## config.mk

```make
export PLATFORM = sky130hd
export DESIGN_NAME = sb_rx_frame_parser_flat
export DESIGN_NICKNAME = d
export VERILOG_FILES = /design/src/rtl/sb_rx_frame_parser_if.sv /design/src/rtl/sb_rx_frame_parser.sv /design/src/flat_wrapper.sv
export SDC_FILE = /design/constraint.sdc
export NUM_CORES = 1
export LEC_CHECK = 0
export CAP_MARGIN = 20
export CORE_AREA = 2 2 264 266
export CTS_CLUSTER_DIAMETER = 100
export DETAILED_ROUTE_END_ITERATION = 6
export DIE_AREA = 0 0 266 268
export REMOVE_ABC_BUFFERS = 1
export SLEW_MARGIN = 15
export SYNTH_ARGS = -nofsm -noshare
export SYNTH_HDL_FRONTEND = slang
export SYNTH_SLANG_ARGS = --single-unit
```

## constraint.sdc

```tcl
create_clock -name sb_clk -period 3.9 [get_ports sb_clk]
set_input_delay 0.585 -clock sb_clk [delete_from_list [all_inputs] [get_ports sb_clk]]
set_output_delay 0.585 -clock sb_clk [all_outputs]
set_load 0.1 [all_outputs]
```

## src/rtl/sb_rx_frame_parser_if.sv

```systemverilog
// ---------------------------------------------------------------------------
// sb_rx_frame_parser_if
// Bundles the symbol input, the frame buffer read port and the parser status
// outputs of the sideband receive parser.
//   master : the symbol receiver / consumer side (drives symbols, ack, rd_idx)
//   slave  : the parser itself
// Signals:
//   sym_in/sym_vld/sym_err   received symbol stream
//   tconnect/tdisconnect     link events
//   frm_ack, rd_idx, rd_data frame buffer release and read port
//   frm_*, s_*               accepted AT frame descriptor
//   crc_err/len_err/sym_err_o/overrun/lt_err  error pulses
//   lt_vld/lt_lse            LT transaction
//   disconnect/busy          parser status
// ---------------------------------------------------------------------------
interface sb_rx_frame_parser_if #(
  parameter int LEN_W = 7
);
  logic [7:0]       sym_in;
  logic             sym_vld;
  logic             sym_err;
  logic             tconnect;
  logic             tdisconnect;
  logic             frm_ack;
  logic [LEN_W-1:0] rd_idx;
  logic [7:0]       rd_data;
  logic             frm_done;
  logic             frm_type;
  logic [LEN_W-1:0] frm_len;
  logic             s_read;
  logic             s_write;
  logic [7:0]       s_address;
  logic             crc_err;
  logic             len_err;
  logic             sym_err_o;
  logic             overrun;
  logic             lt_vld;
  logic [2:0]       lt_lse;
  logic             lt_err;
  logic             disconnect;
  logic             busy;

  modport master (
    output sym_in, sym_vld, sym_err, tconnect, tdisconnect, frm_ack, rd_idx,
    input  rd_data, frm_done, frm_type, frm_len, s_read, s_write, s_address,
           crc_err, len_err, sym_err_o, overrun, lt_vld, lt_lse, lt_err,
           disconnect, busy
  );

  modport slave (
    input  sym_in, sym_vld, sym_err, tconnect, tdisconnect, frm_ack, rd_idx,
    output rd_data, frm_done, frm_type, frm_len, s_read, s_write, s_address,
           crc_err, len_err, sym_err_o, overrun, lt_vld, lt_lse, lt_err,
           disconnect, busy
  );
endinterface

```

## src/rtl/sb_rx_frame_parser.sv

```systemverilog
// ---------------------------------------------------------------------------
// sb_rx_frame_parser
// Sideband receive parser: de-frames the SBRX symbol stream into AT
// command/response frames (DLE de-stuffing, CRC-16 and length checks) and
// LT (LSE/CLSE) transactions. Accepted AT payloads sit in a frame buffer,
// read by index, until the consumer releases it with frm_ack.
// Ports:
//   sb_clk  sideband clock
//   rst     asynchronous active-low reset
//   sb      sb_rx_frame_parser_if.slave (symbol in, buffer port, status out)
// ---------------------------------------------------------------------------
module sb_rx_frame_parser #(
  parameter int          MAX_BYTES = 68,
  parameter int          LEN_W     = 7,
  parameter logic [15:0] CRC_POLY  = 16'h8005,
  parameter logic [15:0] CRC_INIT  = 16'hFFFF
) (
  input logic                  sb_clk,
  input logic                  rst,
  sb_rx_frame_parser_if.slave  sb
);

  localparam logic [7:0]       SYM_DLE     = 8'hFE;
  localparam logic [7:0]       SYM_STX_CMD = 8'h05;
  localparam logic [7:0]       SYM_STX_RSP = 8'h04;
  localparam logic [7:0]       SYM_ETX     = 8'h40;
  localparam logic [LEN_W-1:0] MAX_CNT     = LEN_W'(MAX_BYTES);
  localparam logic [LEN_W-1:0] TWO         = LEN_W'(2);

  typedef enum logic [2:0] {
    ST_DISC, ST_IDLE, ST_DLE1, ST_LT, ST_AT_DATA, ST_AT_DLE, ST_DROP, ST_DROP_DLE
  } state_t;

  // One byte through an MSB-first CRC-16 LFSR.
  function automatic logic [15:0] crc_upd(input logic [15:0] crc, input logic [7:0] d);
    logic [15:0] c;
    c = crc;
    for (int i = 7; i >= 0; i--) begin
      if (c[15] ^ d[i]) c = {c[14:0], 1'b0} ^ CRC_POLY;
      else              c = {c[14:0], 1'b0};
    end
    return c;
  endfunction

  state_t           state_r, state_nxt_s;
  logic [LEN_W-1:0] cnt_r;
  logic [15:0]      crc_r, crc_d1_r, crc_d2_r;
  logic [7:0]       last1_r, last2_r, byte0_r, byte1_r, lse_r;
  logic             type_cur_r, lock_r;
  logic [7:0]       buf_r [MAX_BYTES];

  logic [7:0]       rd_data_r, s_address_r;
  logic [LEN_W-1:0] frm_len_r;
  logic [2:0]       lt_lse_r;
  logic             frm_done_r, frm_type_r, s_read_r, s_write_r, crc_err_r, len_err_r;
  logic             sym_err_o_r, overrun_r, lt_vld_r, lt_err_r, disconnect_r, busy_r;

  logic             store_s, stx_s, lse_ld_s, done_s, crc_err_s, len_err_s;
  logic             sym_err_s, overrun_s, lt_vld_s, lt_err_s;
  logic             is_stx_s, lock_eff_s, full_s;
  logic [LEN_W-1:0] len_s;

  assign is_stx_s   = (sb.sym_in == SYM_STX_CMD) || (sb.sym_in == SYM_STX_RSP);
  // An ack arriving together with an STX already frees the buffer for it.
  assign lock_eff_s = lock_r & ~sb.frm_ack;
  assign full_s     = (cnt_r == MAX_CNT);
  assign len_s      = cnt_r - TWO;

  // FSM state register
  always_ff @(posedge sb_clk or negedge rst) begin
    if (!rst) state_r <= ST_DISC;
    else      state_r <= state_nxt_s;
  end

  // Next-state and per-symbol action decode
  always_comb begin
    state_nxt_s = state_r;
    store_s     = 1'b0;
    stx_s       = 1'b0;
    lse_ld_s    = 1'b0;
    done_s      = 1'b0;
    crc_err_s   = 1'b0;
    len_err_s   = 1'b0;
    sym_err_s   = 1'b0;
    overrun_s   = 1'b0;
    lt_vld_s    = 1'b0;
    lt_err_s    = 1'b0;
    if (sb.tdisconnect) begin
      state_nxt_s = ST_DISC;
    end else if (state_r == ST_DISC) begin
      if (sb.tconnect) state_nxt_s = ST_IDLE;
      else             state_nxt_s = ST_DISC;
    end else if (!sb.sym_vld) begin
      state_nxt_s = state_r;
    end else if (sb.sym_err) begin
      state_nxt_s = ST_IDLE;
      sym_err_s   = (state_r == ST_AT_DATA) || (state_r == ST_AT_DLE);
    end else begin
      case (state_r)
        ST_IDLE: begin
          if (sb.sym_in == SYM_DLE) state_nxt_s = ST_DLE1;
          else                      state_nxt_s = ST_IDLE;
        end
        ST_DLE1: begin
          if (sb.sym_in == SYM_DLE) begin
            state_nxt_s = ST_DLE1;
          end else if (is_stx_s) begin
            if (lock_eff_s) begin
              overrun_s   = 1'b1;
              state_nxt_s = ST_DROP;
            end else begin
              stx_s       = 1'b1;
              state_nxt_s = ST_AT_DATA;
            end
          end else if (sb.sym_in[7:3] == 5'b10000) begin
            lse_ld_s    = 1'b1;
            state_nxt_s = ST_LT;
          end else begin
            state_nxt_s = ST_IDLE;
          end
        end
        ST_LT: begin
          if (sb.sym_in == ~lse_r) lt_vld_s = 1'b1;
          else                     lt_err_s = 1'b1;
          state_nxt_s = ST_IDLE;
        end
        ST_AT_DATA: begin
          if (sb.sym_in == SYM_DLE) begin
            state_nxt_s = ST_AT_DLE;
          end else if (full_s) begin
            len_err_s   = 1'b1;
            state_nxt_s = ST_IDLE;
          end else begin
            store_s     = 1'b1;
            state_nxt_s = ST_AT_DATA;
          end
        end
        ST_AT_DLE: begin
          if (sb.sym_in == SYM_DLE) begin
            // Stuffed FE: a literal data byte
            if (full_s) begin
              len_err_s   = 1'b1;
              state_nxt_s = ST_IDLE;
            end else begin
              store_s     = 1'b1;
              state_nxt_s = ST_AT_DATA;
            end
          end else if (sb.sym_in == SYM_ETX) begin
            state_nxt_s = ST_IDLE;
            // The two trailing stored bytes are the CRC, so the CRC over
            // STX+payload is the running value from two stores back.
            if (cnt_r < TWO)                         len_err_s = 1'b1;
            else if (crc_d2_r != {last1_r, last2_r}) crc_err_s = 1'b1;
            else                                     done_s    = 1'b1;
          end else begin
            sym_err_s   = 1'b1;
            state_nxt_s = ST_IDLE;
          end
        end
        ST_DROP: begin
          if (sb.sym_in == SYM_DLE) state_nxt_s = ST_DROP_DLE;
          else                      state_nxt_s = ST_DROP;
        end
        ST_DROP_DLE: begin
          // FE FE is a stuffed data byte; only FE 40 ends the dropped frame
          if (sb.sym_in == SYM_ETX) state_nxt_s = ST_IDLE;
          else                      state_nxt_s = ST_DROP;
        end
        default: state_nxt_s = ST_IDLE;
      endcase
    end
  end

  // Byte counter, running CRC history and captured header/trailer bytes
  always_ff @(posedge sb_clk or negedge rst) begin
    if (!rst) begin
      cnt_r      <= '0;
      crc_r      <= CRC_INIT;
      crc_d1_r   <= CRC_INIT;
      crc_d2_r   <= CRC_INIT;
      last1_r    <= 8'h00;
      last2_r    <= 8'h00;
      byte0_r    <= 8'h00;
      byte1_r    <= 8'h00;
      type_cur_r <= 1'b0;
    end else if (stx_s) begin
      cnt_r      <= '0;
      crc_r      <= crc_upd(CRC_INIT, sb.sym_in);
      crc_d1_r   <= CRC_INIT;
      crc_d2_r   <= CRC_INIT;
      type_cur_r <= (sb.sym_in == SYM_STX_RSP);
    end else if (store_s) begin
      cnt_r    <= cnt_r + LEN_W'(1);
      crc_d2_r <= crc_d1_r;
      crc_d1_r <= crc_r;
      crc_r    <= crc_upd(crc_r, sb.sym_in);
      last2_r  <= last1_r;
      last1_r  <= sb.sym_in;
      if (cnt_r == LEN_W'(0)) byte0_r <= sb.sym_in;
      else                    byte0_r <= byte0_r;
      if (cnt_r == LEN_W'(1)) byte1_r <= sb.sym_in;
      else                    byte1_r <= byte1_r;
    end else begin
      cnt_r <= cnt_r;
    end
  end

  // Frame buffer storage; store_s is only ever raised while unlocked
  always_ff @(posedge sb_clk) begin
    if (store_s) buf_r[cnt_r] <= sb.sym_in;
  end

  // Registered pulses, held frame descriptor, buffer lock and read port
  always_ff @(posedge sb_clk or negedge rst) begin
    if (!rst) begin
      frm_done_r   <= 1'b0;
      frm_type_r   <= 1'b0;
      frm_len_r    <= '0;
      s_read_r     <= 1'b0;
      s_write_r    <= 1'b0;
      s_address_r  <= 8'h00;
      crc_err_r    <= 1'b0;
      len_err_r    <= 1'b0;
      sym_err_o_r  <= 1'b0;
      overrun_r    <= 1'b0;
      lt_vld_r     <= 1'b0;
      lt_err_r     <= 1'b0;
      lt_lse_r     <= 3'd0;
      lse_r        <= 8'h00;
      lock_r       <= 1'b0;
      rd_data_r    <= 8'h00;
      disconnect_r <= 1'b1;
      busy_r       <= 1'b0;
    end else begin
      frm_done_r  <= done_s;
      crc_err_r   <= crc_err_s;
      len_err_r   <= len_err_s;
      sym_err_o_r <= sym_err_s;
      overrun_r   <= overrun_s;
      lt_vld_r    <= lt_vld_s;
      lt_err_r    <= lt_err_s;
      s_read_r    <= 1'b0;
      s_write_r   <= 1'b0;
      if (lse_ld_s) lse_r <= sb.sym_in;
      else          lse_r <= lse_r;
      if (lt_vld_s) lt_lse_r <= lse_r[2:0];
      else          lt_lse_r <= lt_lse_r;
      if (done_s) begin
        frm_len_r  <= len_s;
        frm_type_r <= type_cur_r;
        if (!type_cur_r && (len_s >= TWO)) begin
          s_address_r <= byte0_r;
          s_read_r    <= ~byte1_r[7];
          s_write_r   <= byte1_r[7];
        end else begin
          s_address_r <= s_address_r;
        end
      end else begin
        frm_len_r <= frm_len_r;
      end
      if (sb.tdisconnect) lock_r <= 1'b0;
      else if (done_s)    lock_r <= 1'b1;
      else if (sb.frm_ack) lock_r <= 1'b0;
      else                lock_r <= lock_r;
      if (sb.rd_idx < MAX_CNT) rd_data_r <= buf_r[sb.rd_idx];
      else                     rd_data_r <= 8'h00;
      disconnect_r <= (state_nxt_s == ST_DISC);
      busy_r       <= (state_nxt_s != ST_DISC) && (state_nxt_s != ST_IDLE);
    end
  end

  assign sb.rd_data    = rd_data_r;
  assign sb.frm_done   = frm_done_r;
  assign sb.frm_type   = frm_type_r;
  assign sb.frm_len    = frm_len_r;
  assign sb.s_read     = s_read_r;
  assign sb.s_write    = s_write_r;
  assign sb.s_address  = s_address_r;
  assign sb.crc_err    = crc_err_r;
  assign sb.len_err    = len_err_r;
  assign sb.sym_err_o  = sym_err_o_r;
  assign sb.overrun    = overrun_r;
  assign sb.lt_vld     = lt_vld_r;
  assign sb.lt_lse     = lt_lse_r;
  assign sb.lt_err     = lt_err_r;
  assign sb.disconnect = disconnect_r;
  assign sb.busy       = busy_r;

endmodule

```

## src/flat_wrapper.sv

```systemverilog
// flat-port wrapper written by rule: the top's interface ports become plain ports
module sb_rx_frame_parser_flat 
#(
  parameter int          MAX_BYTES = 68,
  parameter int          LEN_W     = 7,
  parameter logic [15:0] CRC_POLY  = 16'h8005,
  parameter logic [15:0] CRC_INIT  = 16'hFFFF
)
  (sb_clk, rst, sb_sym_in, sb_sym_vld, sb_sym_err, sb_tconnect, sb_tdisconnect, sb_frm_ack, sb_rd_idx, sb_rd_data, sb_frm_done, sb_frm_type, sb_frm_len, sb_s_read, sb_s_write, sb_s_address, sb_crc_err, sb_len_err, sb_sym_err_o, sb_overrun, sb_lt_vld, sb_lt_lse, sb_lt_err, sb_disconnect, sb_busy);
  sb_rx_frame_parser_if #(.LEN_W(LEN_W)) sb_i ();
  input logic sb_clk;
  input logic rst;
  input wire logic [$bits(sb_i.sym_in)-1:0] sb_sym_in;
  input wire logic [$bits(sb_i.sym_vld)-1:0] sb_sym_vld;
  input wire logic [$bits(sb_i.sym_err)-1:0] sb_sym_err;
  input wire logic [$bits(sb_i.tconnect)-1:0] sb_tconnect;
  input wire logic [$bits(sb_i.tdisconnect)-1:0] sb_tdisconnect;
  input wire logic [$bits(sb_i.frm_ack)-1:0] sb_frm_ack;
  input wire logic [$bits(sb_i.rd_idx)-1:0] sb_rd_idx;
  output wire logic [$bits(sb_i.rd_data)-1:0] sb_rd_data;
  output wire logic [$bits(sb_i.frm_done)-1:0] sb_frm_done;
  output wire logic [$bits(sb_i.frm_type)-1:0] sb_frm_type;
  output wire logic [$bits(sb_i.frm_len)-1:0] sb_frm_len;
  output wire logic [$bits(sb_i.s_read)-1:0] sb_s_read;
  output wire logic [$bits(sb_i.s_write)-1:0] sb_s_write;
  output wire logic [$bits(sb_i.s_address)-1:0] sb_s_address;
  output wire logic [$bits(sb_i.crc_err)-1:0] sb_crc_err;
  output wire logic [$bits(sb_i.len_err)-1:0] sb_len_err;
  output wire logic [$bits(sb_i.sym_err_o)-1:0] sb_sym_err_o;
  output wire logic [$bits(sb_i.overrun)-1:0] sb_overrun;
  output wire logic [$bits(sb_i.lt_vld)-1:0] sb_lt_vld;
  output wire logic [$bits(sb_i.lt_lse)-1:0] sb_lt_lse;
  output wire logic [$bits(sb_i.lt_err)-1:0] sb_lt_err;
  output wire logic [$bits(sb_i.disconnect)-1:0] sb_disconnect;
  output wire logic [$bits(sb_i.busy)-1:0] sb_busy;
  assign sb_i.sym_in = sb_sym_in;
  assign sb_i.sym_vld = sb_sym_vld;
  assign sb_i.sym_err = sb_sym_err;
  assign sb_i.tconnect = sb_tconnect;
  assign sb_i.tdisconnect = sb_tdisconnect;
  assign sb_i.frm_ack = sb_frm_ack;
  assign sb_i.rd_idx = sb_rd_idx;
  assign sb_rd_data = sb_i.rd_data;
  assign sb_frm_done = sb_i.frm_done;
  assign sb_frm_type = sb_i.frm_type;
  assign sb_frm_len = sb_i.frm_len;
  assign sb_s_read = sb_i.s_read;
  assign sb_s_write = sb_i.s_write;
  assign sb_s_address = sb_i.s_address;
  assign sb_crc_err = sb_i.crc_err;
  assign sb_len_err = sb_i.len_err;
  assign sb_sym_err_o = sb_i.sym_err_o;
  assign sb_overrun = sb_i.overrun;
  assign sb_lt_vld = sb_i.lt_vld;
  assign sb_lt_lse = sb_i.lt_lse;
  assign sb_lt_err = sb_i.lt_err;
  assign sb_disconnect = sb_i.disconnect;
  assign sb_busy = sb_i.busy;
  sb_rx_frame_parser #(.MAX_BYTES(MAX_BYTES), .LEN_W(LEN_W), .CRC_POLY(CRC_POLY), .CRC_INIT(CRC_INIT)) u_core (.sb_clk(sb_clk), .rst(rst), .sb(sb_i));
endmodule
```

==> PnR_summary.wiki <==
{| class="wikitable"
! Metric !! Value
|-
| Unrepaired setup endpoints after global routing || false
|-
| Total negative setup slack || 0 ps
|-
| Design Power || about 15 mW
|-
| Number of flops mapped to enable cells by yosys || about 540
|-
| Async set or reset register ratio after synthesis || 0.182
|-
| Lkg Pwr || about 11 nW
|-
| Total of cells resized after clock tree synthesis || 0
|-
| Via density per instance || about 5.5
|-
| Tightest Hold Check Type || input pin to register
|-
| Initial Utilization || 0.399
|-
| Placement row count || between 90 and 100
|-
| Number of synthesis warnings || 0
|-
| Floorplan die height || ~270 um
|-
| Die width || around 270 um
|-
| Cell breakdown of the critical path || inv_1 -> ha_1 -> and4b_1 -> nand2_1 -> and4b_2 -> nand4_1 -> nor2_1
|-
| Final Non-Filler Cells || between 2000 and 3000
|-
| Number of input and output port buffers inserted || 59
|-
| Core area || ~68000 um2
|-
| Slew headroom || 0.290
|-
| Max H-tree Level || 3
|-
| Clock tree from TritonCTS || yes
|-
| Count of vias placed by the detailed router || 14900
|-
| Slew Viols, Final || 0
|-
| Critical-path cell with the highest stage delay || nor2_1
|-
| Final period demand of the worst path || around 3200 ps
|-
| Drt first pass iters || 7
|-
| Number of library cell types mapped by synthesis || 67
|-
| Total global routing track utilization || 0.190
|-
| Avg Synthesized Cell Area || about 17 um2
|-
| Full die area || 71300 um2
|-
| Share of post-route cells with drive strength above 1 || 0.225
|-
| Maximum vdd ir drop || ~0.00030 V
|-
| Initial antenna violation count || 1
|-
| Final Wtd Congestion || 0.891
|-
| Crit start category || register
|-
| Total detailed-routing wirelength || 66500 um
|-
| Root buffer cell || clkbuf_16
|-
| Result of the run || finished, final reports clean
|-
| Power per cell area || just under 500 nW/um2
|-
| Flops & latches, synth || 665
|-
| Antenna diode count || 0
|-
| Fill count || slightly below 6000
|-
| Data arrival, critical path || between 3000 and 4000 ps
|-
| Clock latency of the later-clocked register in the worst-skew pair || about 610 ps
|-
| Kind of critical path || register to register
|-
| Ports || 60
|-
| Vias in the first global route || about 15000
|-
| Fmax || between 300 and 400 MHz
|-
| Final Hold Fails || 0
|-
| Drt initial violations || about 1300
|-
| Post-detailed-route DRC marker count || 0
|-
| Total CTS buffers || 71
|-
| Primary FF master, synth || edfxtp_1
|-
| Post-synthesis instance total || 1622
|-
| Wire per inst || between 20 and 25 um
|-
| Synthesis-to-layout area growth || 16.4%
|-
| First-pass GRT wire length || 99400 um
|-
| Data required, critical path || around 4100 ps
|-
| Share of synthesized area occupied by flip-flops and latches || 0.713
|-
| Remaining Overflow, GRT || 0
|-
| Final setup fails || 0
|-
| Post-Route Skew || about 23 ps
|-
| Pin count of the biggest net entering global routing || 74
|-
| Post-Synthesis Cell Area || ~27000 um2
|-
| CP Capture Type || register
|-
| Final Net Count || 1829
|-
| # placed instances || approximately 2600
|-
| Peak fanout along the critical path || 11
|-
| Final HPWL DP || 43000 um
|-
| Worst-Margin Slew || between 1000 and 1500 ps
|-
| Count of max-cap constraint violations || 0
|-
| Max clock buf depth || 3
|-
| Sinks on the clock net || roughly 670
|-
| Final ANT Viol Nets || 0
|-
| Critical path's largest stage delay || between 600 and 700 ps
|-
| Clock-pin transition on the worst setup and hold timing paths || around 70 ps
|-
| Final worst path period share || 0.830
|}
## power breakdown
part	switching [mW]	total, mW	internal, mW	leakage, nW
Clock	2.81	6.90	4.10	1.15
Combinational	0.513	0.780	0.267	3.61
Sequential	0.00676	7.70	7.70	6.41
Total	3.33	15.4	12.1	11.2
## cells in the mapped netlist (all sizes together), types with 6 or more instances
library cell | n | area share
inv | 23 | 0.0032
o211ai | 6 | 0.0017
nor2b | 16 | 0.0037
clkbuf | 32 | 0.0044
dfstp | 39 | 0.038
a32oi | 7 | 0.0023
buf | 56 | 0.014
a21oi | 23 | 0.0042
nand2 | 162 | 0.022
a221oi | 14 | 0.0045
mux2 | 28 | 0.012
xnor2 | 47 | 0.016
edfxtp | 544 | 0.60
nand2b | 6 | 0.0014
and2 | 6 | 0.0015
ha | 22 | 0.010
dfrtp | 82 | 0.075
nor2 | 92 | 0.013
a22oi | 24 | 0.0066
nand4 | 13 | 0.0030
nand3 | 20 | 0.0037
a31oi | 12 | 0.0028
nor3 | 25 | 0.0048
xor2 | 12 | 0.0039
mux4 | 105 | 0.087
o22ai | 8 | 0.0018
mux2i | 84 | 0.031
o21ai | 65 | 0.012
## per-layer routing
metal  track usage  part of all wire  up-vias
met5             0           0.00020        -
li1              -                 -     6612
met3        0.0339             0.066       93
met4        0.0551             0.020        2
met1         0.264              0.43     7699
met2         0.308              0.48      529
## critical path, delay by kind of cell, from the launching register on
| family | cells | cell delay, ps |
|---|---|---|
| DFF | 1 | 570 |
| buffers and inverters | 1 | 180 |
| adders and majority gates | 1 | 270 |
| and+or+nand+nor | 5 | 1810 |
## cells in the final DEF, fill, tap and decap left out, types with 6 or more instances in the layout
cell type,netlist,layout
nand2_1,162,162
buf_2,27,10
nor3_1,24,23
ha_1,22,22
inv_1,22,22
clkbuf_1,32,14
edfxtp_1,544,544
nor2b_1,16,16
xnor2_1,44,44
clkbuf_16,0,72
nand4_1,13,13
a221oi_1,14,14
dfrtp_1,82,82
clkinv_1,0,9
xor2_1,12,12
nand3_1,20,20
nor2_1,91,91
dfstp_2,39,39
o211ai_1,6,6
o21ai_0,44,44
bufinv_16,0,10
nand2b_1,6,6
a22oi_1,24,24
mux2_1,8,8
buf_4,12,115
mux2_2,20,20
o21ai_1,21,21
mux2i_1,84,84
o22ai_1,8,8
a31oi_1,12,12
a32oi_1,7,7
mux4_2,105,105
clkdlybuf4s50_1,0,46
a21oi_1,23,23
clkinv_2,0,11
## logic make-up (layout without fill, tap and decap cells)
group | count (synthesis) | count (layout) | synth area share
AOI/OAI and AO/OA | 184 | 184 | 0.0437
xor gates and xnor gates | 61 | 61 | 0.0219
adders and majority gates | 22 | 22 | 0.0101
buffers and inverters | 111 | 330 | 0.0221
DFF | 665 | 665 | 0.713
muxes | 217 | 217 | 0.129
and+or+nand+nor | 362 | 362 | 0.0594
## per-stage QoR
step           area [um2]  hold WS, ps  utilization  worst slack, ps
6_report            31700          408        0.464              664
5_1_grt             31700          417        0.464              478
4_1_cts             31700          395        0.464              689
3_5_place_dp        29300          448        0.429              384
3_3_place_gp        29300          440        0.429              398
2_1_floorplan       26700          289            -              184
## cell type report
cell class | instances | area (um2) | area share
inverter | 23 | 86.3 | 0.00272
multi-input combinational | 846 | 7210 | 0.227
timing repair buffer | 178 | 1490 | 0.0470
tap | 882 | 1100 | 0.0348
clock buffer | 86 | 1850 | 0.0585
clock inverter | 43 | 534 | 0.0169
sequential | 665 | 19400 | 0.613
## sequential cells by signal, indices dropped and copies added (netlist names), 3 cells and up
signal               flops
u_core.crc_d2_r         16
u_core.sb.rd_data        8
u_core.sb.s_address      8
u_core.last2_r           8
u_core.byte0_r           8
u_core.lse_r             8
u_core.last1_r           8
u_core.buf_r           544
u_core.cnt_r             7
u_core.sb.lt_lse         3
u_core.state_r           3
u_core.crc_r            11
u_core.sb.frm_len        7
u_core.crc_d1_r         11
## what timing repair did
action                    CTS  global route
hold endpoints to repair   21             0
setup buffers               0             0
hold buffers                1             0
## worst paths after layout
check,from,end,slack [ps],cells after the start
max,u_core.cnt_r[0]$_DFFE_PN0P_,u_core.buf_r[59][2]$_DFFE_PP_,660,7
min,sb_sym_in[2],u_core.byte0_r[2]$_DFFE_PN0P_,410,3
max reg2reg,u_core.cnt_r[0]$_DFFE_PN0P_,u_core.buf_r[59][2]$_DFFE_PP_,660,7
min reg2reg,u_core.crc_r[3]$_DFFE_PN1P_,u_core.crc_d1_r[3]$_DFFE_PN1P_,450,2
max in group asynchronous,rst,u_core.crc_d2_r[10]$_DFFE_PN1P_,2470,3
min in group asynchronous,rst,u_core.last2_r[6]$_DFFE_PN0P_,540,2
No activity file was read; power rests on OpenSTA's default activity.
